$ cat config.mk
export PLATFORM = sky130hd
export DESIGN_NAME = digit_scan_driver
export DESIGN_NICKNAME = d
export VERILOG_FILES = /design/src/rtl/digit_scan_driver.sv
export SDC_FILE = /design/constraint.sdc
export NUM_CORES = 1
export LEC_CHECK = 0
export BUFFER_PORTS_ARGS = -buffer_cell sky130_fd_sc_hd__buf_2
export CAP_MARGIN = 20
export CORE_MARGIN = 2
export CORE_UTILIZATION = 40
export DETAILED_ROUTE_END_ITERATION = 8
export GPL_TIMING_DRIVEN = 0
export HOLD_SLACK_MARGIN = 0.08
export SETUP_SLACK_MARGIN = 0.4
export SYNTH_ARGS = -nofsm -noshare
export SYNTH_HDL_FRONTEND = slang
export SYNTH_SLANG_ARGS = --single-unit
$ cat constraint.sdc
create_clock -name CLK -period 4.5 [get_ports CLK]
set_clock_uncertainty 0.05 [all_clocks]
set_input_delay 0 -clock CLK [delete_from_list [all_inputs] [get_ports CLK]]
set_output_delay 0 -clock CLK [all_outputs]
set_load 0.02 [all_outputs]
$ cat src/rtl/digit_scan_driver.sv
// rtl/digit_scan_driver.sv - eight-digit 7-segment scan driver with frame-synchronous reload
//
// Purpose:
//   Holds a shadow copy of eight hex digits and their decimal-point mask.
//   Each digit is decoded to 7-segment code and driven onto a shared segment
//   bus, one digit at a time. Every digit is shown for DIV cycles, and then
//   all digits are off for GAP cycles so the previous digit does not ghost
//   into the next one. Loads that arrive during a scan go into a pending
//   buffer. That buffer is moved into the shadow copy only at the wrap back
//   to digit 0, so a frame never mixes old and new digits.
//
// Ports:
//   CLK    in   1  system clock, rising edge
//   RST    in   1  synchronous reset, active-low
//   Load   in   1  capture D0in..D7in / DPin this cycle
//   D0in..D7in in 4 hex digits, D0 least significant
//   DPin   in   8  decimal-point mask, bit i = digit i
//   LZB    in   1  leading-zero blanking enable
//   SEG    out  8  segments a..g,dp (active-high)
//   COM    out  8  digit enables (active-low, one-cold)
//   Frame  out  1  one-cycle pulse when digit 0 starts being shown

module digit_scan_driver #(
    parameter int DIV = 1000,
    parameter int GAP = 4
) (
    input  logic       CLK,
    input  logic       RST,
    input  logic       Load,
    input  logic [3:0] D0in,
    input  logic [3:0] D1in,
    input  logic [3:0] D2in,
    input  logic [3:0] D3in,
    input  logic [3:0] D4in,
    input  logic [3:0] D5in,
    input  logic [3:0] D6in,
    input  logic [3:0] D7in,
    input  logic [7:0] DPin,
    input  logic       LZB,
    output logic [7:0] SEG,
    output logic [7:0] COM,
    output logic       Frame
);

    localparam int MAXC = (DIV > GAP) ? DIV : GAP;
    localparam int PW   = (MAXC > 1) ? $clog2(MAXC) : 1;

    localparam logic [PW-1:0] DIV_LAST = PW'(DIV - 1);
    localparam logic [PW-1:0] GAP_LAST = PW'(GAP - 1);

    typedef enum logic [1:0] {
        ST_IDLE = 2'd0,
        ST_SHOW = 2'd1,
        ST_GAP  = 2'd2
    } state_t;

    state_t          state_q, state_d;
    logic [PW-1:0]   presc_q, presc_d;
    logic [2:0]      idx_q, idx_d;
    logic [31:0]     shadow_q, shadow_d;
    logic [7:0]      shdp_q, shdp_d;
    logic [31:0]     pend_q, pend_d;
    logic [7:0]      pdp_q, pdp_d;
    logic            pvalid_q, pvalid_d;
    logic [7:0]      seg_q, seg_d;
    logic [7:0]      com_q, com_d;
    logic            frame_q, frame_d;

    logic [31:0]     din_all;
    logic [7:0]      lead_zero;
    logic [3:0]      cur_digit;
    logic            blank;

    assign din_all = {D7in, D6in, D5in, D4in, D3in, D2in, D1in, D0in};

    function automatic logic [6:0] hex_to_seg(input logic [3:0] h);
        logic [6:0] s;
        case (h)
            4'h0:    s = 7'h3F;
            4'h1:    s = 7'h06;
            4'h2:    s = 7'h5B;
            4'h3:    s = 7'h4F;
            4'h4:    s = 7'h66;
            4'h5:    s = 7'h6D;
            4'h6:    s = 7'h7D;
            4'h7:    s = 7'h07;
            4'h8:    s = 7'h7F;
            4'h9:    s = 7'h6F;
            4'hA:    s = 7'h77;
            4'hB:    s = 7'h7C;
            4'hC:    s = 7'h39;
            4'hD:    s = 7'h5E;
            4'hE:    s = 7'h79;
            default: s = 7'h71;
        endcase
        return s;
    endfunction

    // Scan sequencing, the pending/shadow buffers and the frame pulse.
    always_comb begin
        state_d  = state_q;
        presc_d  = presc_q;
        idx_d    = idx_q;
        shadow_d = shadow_q;
        shdp_d   = shdp_q;
        pend_d   = pend_q;
        pdp_d    = pdp_q;
        pvalid_d = pvalid_q;
        frame_d  = 1'b0;

        case (state_q)
            ST_IDLE: begin
                // Nothing is on screen yet, so the first load can go straight to the shadow copy.
                if (Load) begin
                    shadow_d = din_all;
                    shdp_d   = DPin;
                    state_d  = ST_SHOW;
                    idx_d    = 3'd0;
                    presc_d  = '0;
                    frame_d  = 1'b1;
                end
            end
            ST_SHOW: begin
                if (presc_q == DIV_LAST) begin
                    state_d = ST_GAP;
                    presc_d = '0;
                end else begin
                    presc_d = presc_q + 1'b1;
                end
            end
            ST_GAP: begin
                if (presc_q == GAP_LAST) begin
                    state_d = ST_SHOW;
                    presc_d = '0;
                    idx_d   = idx_q + 3'd1;
                    if (idx_q == 3'd7) begin
                        frame_d = 1'b1;
                        if (pvalid_q) begin
                            shadow_d = pend_q;
                            shdp_d   = pdp_q;
                            pvalid_d = 1'b0;
                        end
                    end
                end else begin
                    presc_d = presc_q + 1'b1;
                end
            end
            default: begin
                state_d = ST_IDLE;
            end
        endcase

        // This comes after the wrap transfer. A load on the wrap edge therefore
        // refills pending (the old pending was already moved) and stays valid for the next frame.
        if (state_q != ST_IDLE && Load) begin
            pend_d   = din_all;
            pdp_d    = DPin;
            pvalid_d = 1'b1;
        end
    end

    // Leading-zero chain: lead_zero[k] is set when shadow digits 7..k are all zero.
    always_comb begin
        lead_zero    = 8'h00;
        lead_zero[7] = (shadow_d[31:28] == 4'h0);
        for (int k = 6; k >= 0; k--) begin
            lead_zero[k] = lead_zero[k+1] & (shadow_d[k*4 +: 4] == 4'h0);
        end
    end

    // Outputs are computed from the next state, so the registered bus lines up with the state.
    always_comb begin
        cur_digit = shadow_d[idx_d*4 +: 4];
        blank     = LZB && (idx_d != 3'd0) && lead_zero[idx_d];
        com_d     = 8'hFF;
        seg_d     = 8'h00;
        if (state_d == ST_SHOW) begin
            com_d = ~(8'h01 << idx_d);
            seg_d = {shdp_d[idx_d], blank ? 7'h00 : hex_to_seg(cur_digit)};
        end
    end

    always_ff @(posedge CLK) begin
        if (!RST) begin
            state_q  <= ST_IDLE;
            presc_q  <= '0;
            idx_q    <= 3'd0;
            shadow_q <= 32'h0;
            shdp_q   <= 8'h00;
            pend_q   <= 32'h0;
            pdp_q    <= 8'h00;
            pvalid_q <= 1'b0;
            seg_q    <= 8'h00;
            com_q    <= 8'hFF;
            frame_q  <= 1'b0;
        end else begin
            state_q  <= state_d;
            presc_q  <= presc_d;
            idx_q    <= idx_d;
            shadow_q <= shadow_d;
            shdp_q   <= shdp_d;
            pend_q   <= pend_d;
            pdp_q    <= pdp_d;
            pvalid_q <= pvalid_d;
            seg_q    <= seg_d;
            com_q    <= com_d;
            frame_q  <= frame_d;
        end
    end

    assign SEG   = seg_q;
    assign COM   = com_q;
    assign Frame = frame_q;

endmodule

==> results of run 1 <==
[cell families (layout without fill, tap and decap cells)]
kind of cell,after synthesis,after routing
multiplexers,16,16
AO/OA/AOI/OAI,177,177
buffers and inverters,58,192
adder cells (fa/ha/maj),15,15
AND/OR/NAND/NOR,292,292
XOR/XNOR,10,10
flip-flops,113,113
[metal layers]
metal,GRT usage,up-vias
met5,0,-
met4,0.0866,0
met3,0.0524,25
met2,0.375,150
met1,0.306,2577
li1,-,2656
[sequential cells by signal (all words and copies together) (netlist names)]
signal	count
SEG	8
presc_q	10
Frame	1
shadow_q	32
pdp_q	8
COM	8
state_q	2
pend_q	32
shdp_q	8
idx_q	3
pvalid_q	1
[cell usage in the layout, fill, tap and decap left out, drive strengths merged, types with 3 or more instances in the layout]
cell type      n
inv           12
nand2        141
o211ai         5
buf           72
a22oi         19
dfxtp        113
mux2           8
a21boi        42
bufinv         4
o21ai         20
o22ai          4
clkinv         4
mux2i          8
nor2          40
o31ai          5
a211oi         7
nand4          8
xnor2          3
nor3           8
ha            15
a22o           9
nor2b         20
a221o          7
nand2b         4
nand3         17
dlygate4sd3   41
and3          13
a31oi          4
a221oi        11
clkbuf        56
and2          33
xor2           7
a21oi         21
[timing repair]
action,CTS,global route
resized for setup,13,18
buffers inserted,2,0
pin swaps,0,1
cloned,0,0
endpoints found under the hold margin,77,0
hold buffers,41,0
setup endpoints to repair,7,7
[stage by stage]
| stage | util | total power [W] | TNS [ns] | instances | worst slack [ns] |
|---|---|---|---|---|---|
| after global routing | 0.521 | 0.00307 | 0 | 999 | 0.404 |
| after global placement | 0.442 | 0.00147 | -0.872 | 924 | -0.302 |
| after floorplan | - | 0.00135 | 0 | 681 | 0.771 |
| after detailed placement | 0.442 | 0.00148 | -1.28 | 924 | -0.359 |
| final | 0.521 | 0.00295 | 0 | 999 | 0.589 |
| after CTS | 0.520 | 0.00297 | 0 | 999 | 0.396 |
[path summary, 6_finish.rpt]
check	start	to	slack, ns	cells past startpoint
setup / recovery	idx_q[0]	SEG[5]	0.59	16
hold / removal	Load	shadow_q[23]	0.17	5
setup reg to reg	idx_q[0]	SEG[5]	0.59	16
hold reg to reg	pdp_q[0]	pdp_q[0]	0.41	2
[Yosys cell counts (2+ instances only)]
library cell / number / area [um2]
nand2_1: 141 / 529
dfxtp_1: 113 / 2260
a21boi_0: 41 / 308
nor2_1: 39 / 146
and2_1: 30 / 188
clkbuf_1: 29 / 109
a21oi_1: 20 / 100
nor2b_1: 20 / 125
o21ai_0: 20 / 100
a22oi_1: 18 / 135
nand3_1: 17 / 85.1
ha_1: 15 / 188
and3_1: 10 / 62.6
inv_1: 10 / 37.5
a22o_1: 9 / 78.8
nor3_1: 8 / 40.0
a221oi_2: 7 / 105
mux2i_1: 7 / 70.1
nand4_1: 7 / 43.8
xor2_1: 7 / 61.3
a211oi_1: 6 / 45.0
buf_6: 6 / 67.6
a221o_1: 5 / 50.1
mux2_2: 5 / 56.3
o211ai_1: 5 / 37.5
o31ai_1: 5 / 37.5
a221oi_1: 4 / 35.0
a31oi_1: 4 / 25.0
nand2b_1: 4 / 25.0
o22ai_1: 4 / 25.0
and3_2: 3 / 22.5
clkbuf_8: 3 / 41.3
xnor2_1: 3 / 26.3
a221o_2: 2 / 22.5
a222oi_1: 2 / 20.0
a32oi_1: 2 / 17.5
and2_2: 2 / 15.0
and4_1: 2 / 17.5
buf_1: 2 / 7.51
buf_2: 2 / 10.0
inv_2: 2 / 7.51
mux2_1: 2 / 22.5
o41ai_1: 2 / 17.5
or3_1: 2 / 12.5
[worst register-to-register path, cell delays in order (launching register included)]
cell	delay, ns
dfxtp_1	0.35
ha_1	0.22
ha_1	0.21
and2_2	0.23
and4_1	0.22
buf_6	0.15
and2_4	0.18
buf_4	0.18
buf_4	0.20
a22o_1	0.22
a21oi_1	0.18
a211oi_1	0.13
o31ai_4	0.39
inv_1	0.15
ha_2	0.25
mux2_1	0.33
a221oi_2	0.21
[power by group]
part	total, W	internal, W	switching (W)
logic	0.000418	0.000176	0.000241
clock network	0.00146	0.000979	0.000476
registers	0.00108	0.00105	0.0000274
total	0.00295	0.00221	0.000744
[cell type report]
type	count	area, um2	share of cell area
Sequential cell	113	2260	0.302
Multi-Input combinational cell	510	3290	0.439
Timing Repair Buffer	102	721	0.0962
Clock buffer	22	484	0.0646
Buffer	46	303	0.0404
Inverter	12	45.0	0.00601
Tap cell	184	230	0.0307
Clock inverter	10	155	0.0207
==> impl_metrics.tcl, run 1 <==
set metrics [dict create \
    std_cell_rows 44 \
    post_drt_wl_per_cell_um 17.6 \
    first_global_vias 5352 \
    grt_pass1_wl_um 28300 \
    syn_area_per_cell_um2 8.56 \
    ir_drop_uv 272 \
    synthCells 681 \
    dpl-instance-area_um2 6360 \
    cts_root_buf "clkbuf_16" \
    critical_path.max_fanout 10 \
    numCtsBuffers 17 \
    synth_area_um2 5830 \
    via_count 5408 \
    grtUsageTotal 0.233 \
    crit_arrival_ns 4.20 \
    finalWirelength_um 17600 \
    antenna_found_initial 0 \
    synth_edf_count 0 \
    slew_headroom 0.396 \
    antenna_cells 0 \
    die_h_um 125 \
    crit_chain "ha_1, ha_1, and2_2, and4_1, buf_6, and2_4, buf_4, buf_4, a22o_1, a21oi_1, a211oi_1, o31ai_4, inv_1, ha_2, mux2_1, a221oi_2" \
    cts_buffer_depth 2 \
    wl_met3_um 879 \
    core_area_um2 14400 \
    final.fill_count 1333 \
    maxCapViolations 0 \
    wl_met2_um 8220 \
    start_util 0.406 \
    crit_path_end_kind "register" \
    die_x_um 125 \
    hold_class "primary input to register" \
    top_layer "met4" \
    portBuffers 59 \
    cp_slowest_stage_delay_ns 0.39 \
    synthSimpleGateAreaFrac 0.240 \
    fin_crit_ns 3.91 \
    clkTransAtPathRegs_ns 0.06 \
    grt_max_degree 17 \
    yosysWarnings 0 \
    dpl.hpwl_um 12600 \
    syn_to_final_growth_pct 28.5 \
    drv_slew 0 \
    syn-num-nets 740 \
    worstMarginPinSlew_ns 0.907 \
    fin_area_um2 7490 \
    cts_sinks 113 \
    power_leakage_nw 3.00 \
    viasPerCell 5.41 \
    synth_top_family_by_area "simple AND/OR/NAND/NOR gates" \
    cpLargestDelayFamily "compound AO/OA/AOI/OAI gates" \
    routabilityCongestion 0.888 \
    ioPinCount 61 \
    cp.required_ns 4.79 \
    cts_tree "yes" \
    drc 0 \
    synthMuxAreaShare 0.0320 \
    ys_seq_area_frac 0.388 \
    ys_ff_latch 113 \
    worstSetupPathType "register to register" \
    outcome "complete, no violations" \
    fmax_mhz 256 \
    drt_iter0_drc 263 \
    final_nets 861 \
    firstDrtPassIters 5 \
    synth-async-reset-ratio 0 \
    hold_violations 0 \
    path_buf_inv 4 \
    startpoint_type "register" \
    synth_xor_area_frac 0.0150 \
    htree_num_levels 4 \
    clk_latency_ns 0.43 \
    die-area_um2 15600 \
    cp_slowest_cell "o31ai_4" \
    p_per_area_nw_per_um2 394 \
    synth_compound_area_frac 0.238 \
    ant_nets 0 \
    whs_ns 0.167 \
    fin_crit_sh 0.869 \
    drt-met1-wl_um 8130 \
    ys_types 78 \
    setup_viol 0 \
    synthAdderAreaFrac 0.0322 \
    drive_gt1_frac 0.199 \
    synth_flop_cell "dfxtp_1" \
    rsz0062_at_grt "no" \
    grt_overflow 0 \
]
Note: power is estimated with default switching activity, not from simulation.
==> inputs of run 2 (changes only) <==
--- a/config.mk
+++ b/config.mk
@@ -5,7 +5,7 @@
 export SDC_FILE = /design/constraint.sdc
 export NUM_CORES = 1
 export LEC_CHECK = 0
-export BUFFER_PORTS_ARGS = -buffer_cell sky130_fd_sc_hd__buf_2
+export BUFFER_PORTS_ARGS = -buffer_cell sky130_fd_sc_hd__buf_4
 export CAP_MARGIN = 20
 export CORE_MARGIN = 2
 export CORE_UTILIZATION = 40
==> impl_metrics.tcl, run 2 (synthesis results as in run 1) <==
set metrics [dict create \
    drt_iter0_drc 384 \
    p_per_area_nw_per_um2 378 \
    portBuffers 59 \
    std_cell_rows 44 \
    viasPerCell 5.51 \
    start_util 0.406 \
    drive_gt1_frac 0.194 \
    cpLargestDelayFamily "compound AO/OA/AOI/OAI gates" \
    die_x_um 125 \
    crit_arrival_ns 4.29 \
    grt_overflow 0 \
    cp_slowest_stage_delay_ns 0.35 \
    worstSetupPathType "register to register" \
    dpl.hpwl_um 12700 \
    antenna_cells 0 \
    final.fill_count 1366 \
    hold_class "primary input to register" \
    outcome "complete, no violations" \
    htree_num_levels 4 \
    critical_path.max_fanout 10 \
    startpoint_type "register" \
    numCtsBuffers 17 \
    antenna_found_initial 0 \
    cts_buffer_depth 2 \
    via_count 5505 \
    dpl-instance-area_um2 6500 \
    final_common_cell "nand2_1" \
    cp_slowest_cell "dfxtp_1" \
    ir_drop_uv 246 \
    grt_pass1_wl_um 28000 \
    pre_cts_ws_ns -0.358 \
    layout_common_cells "nand2_1, dfxtp_1, buf_4, a21boi_0, dlygate4sd3_1" \
    maxCapViolations 0 \
    cts_root_buf "clkbuf_16" \
    worstMarginPinSlew_ns 0.943 \
    finalWorstSetupSlack_ns 0.492 \
    p_int_w 0.00213 \
    fin_crit_sh 0.891 \
    cp.required_ns 4.78 \
    post_drt_wl_per_cell_um 17.8 \
    die-area_um2 15600 \
    setup_viol 0 \
    power_leakage_nw 3.04 \
    path_buf_inv 4 \
    slew_headroom 0.371 \
    ioPinCount 61 \
    ant_nets 0 \
    cts_tree "yes" \
    syn_to_final_growth_pct 30.1 \
    die_h_um 125 \
    crit_chain "ha_1, ha_1, and2_2, and4_1, buf_6, and2_4, buf_4, clkbuf_4, buf_4, a22oi_1, nand2_1, o21ai_0, o211ai_1, o21a_1, ha_1, mux2_1, a221oi_2" \
    grtUsageTotal 0.231 \
    r2r_setup_slack_ns 0.49 \
    cts_sinks 113 \
    fmax_mhz 250 \
    first_global_vias 5278 \
    firstDrtPassIters 5 \
    rsz0062_at_grt "no" \
    combPwrFrac 0.153 \
    drc 0 \
    hold_violations 0 \
    final_nets 863 \
    switching_share 0.257 \
    routabilityCongestion 0.881 \
    pwr-share-clk 0.470 \
    seqPwrFrac 0.377 \
    drv_slew 0 \
    fin_crit_ns 4.01 \
    crit_path_frequent_cell "ha_1" \
    crit_path_end_kind "register" \
    fin_area_um2 7580 \
    grt_max_degree 17 \
    switchingPower_w 0.000738 \
    clk_latency_ns 0.43 \
    finalWirelength_um 17800 \
    largestRegisters "pend_q x32, shadow_q x32, presc_q x10" \
    core_area_um2 14400 \
    clkTransAtPathRegs_ns 0.05 \
]
[run 2: cell type report]
class,count,area [um2],share of cell area
tap,184,230,0.0304
multi-input combinational,510,3280,0.433
buffer,46,294,0.0388
clock inverter,5,75.1,0.00990
clock buffer,26,509,0.0672
timing repair buffer,104,883,0.116
sequential,113,2260,0.298
inverter,12,45.0,0.00594
[run 2: worst min-delay path, cell delays in order]
cell and delay [ns]:
buf_4 0.11, buf_6 0.14, and3_2 0.19, a221oi_2 0.05, nor2b_1 0.11
[run 2: per-stage QoR]
step / total power, W / util / setup TNS, ns / cells / hold WS [ns]
after floorplan: 0.00135 / - / 0 / 681 / 0.0949
after global placement: 0.00149 / 0.453 / -0.766 / 924 / 0.220
after detailed placement: 0.00150 / 0.453 / -1.16 / 924 / 0.231
after CTS: 0.00287 / 0.524 / 0 / 996 / 0.155
after global routing: 0.00296 / 0.528 / 0 / 1000 / 0.173
final: 0.00287 / 0.528 / 0 / 1000 / 0.169
[run 2: final timing paths]
| kind | from | depth (start not counted) | end |
|---|---|---|---|
| max | idx_q[0] | 17 | SEG[5] |
| max reg2reg | idx_q[0] | 17 | SEG[5] |
| min | Load | 5 | shadow_q[23] |
| min reg2reg | pvalid_q | 2 | pvalid_q |
[run 2: metal layers]
layer / GRT usage / wire (um) / up-vias
met4: 0.0767 / 314 / 0
met1: 0.302 / 8300 / 2656
met2: 0.374 / 8170 / 170
met5: 0 / 0 / -
li1: - / - / 2652
met3: 0.0554 / 975 / 27
[run 2: power by group through the flow]
stage | sequential [W] | combinational, W | clock, W
after global placement | 0.00110 | 0.000387 | 0
after global routing | 0.00109 | 0.000476 | 0.00140
after detailed placement | 0.00110 | 0.000394 | 0
after CTS | 0.00108 | 0.000428 | 0.00136
final | 0.00108 | 0.000438 | 0.00135
after floorplan | 0.00111 | 0.000245 | 0
[run 2: what timing repair did]
action	CTS	global route
hold buffers	41	0
hold endpoints to repair	78	0
cloned	0	0
setup buffers	0	4
pin swaps	1	0
resized for setup	14	10
endpoints found under the setup margin	7	6
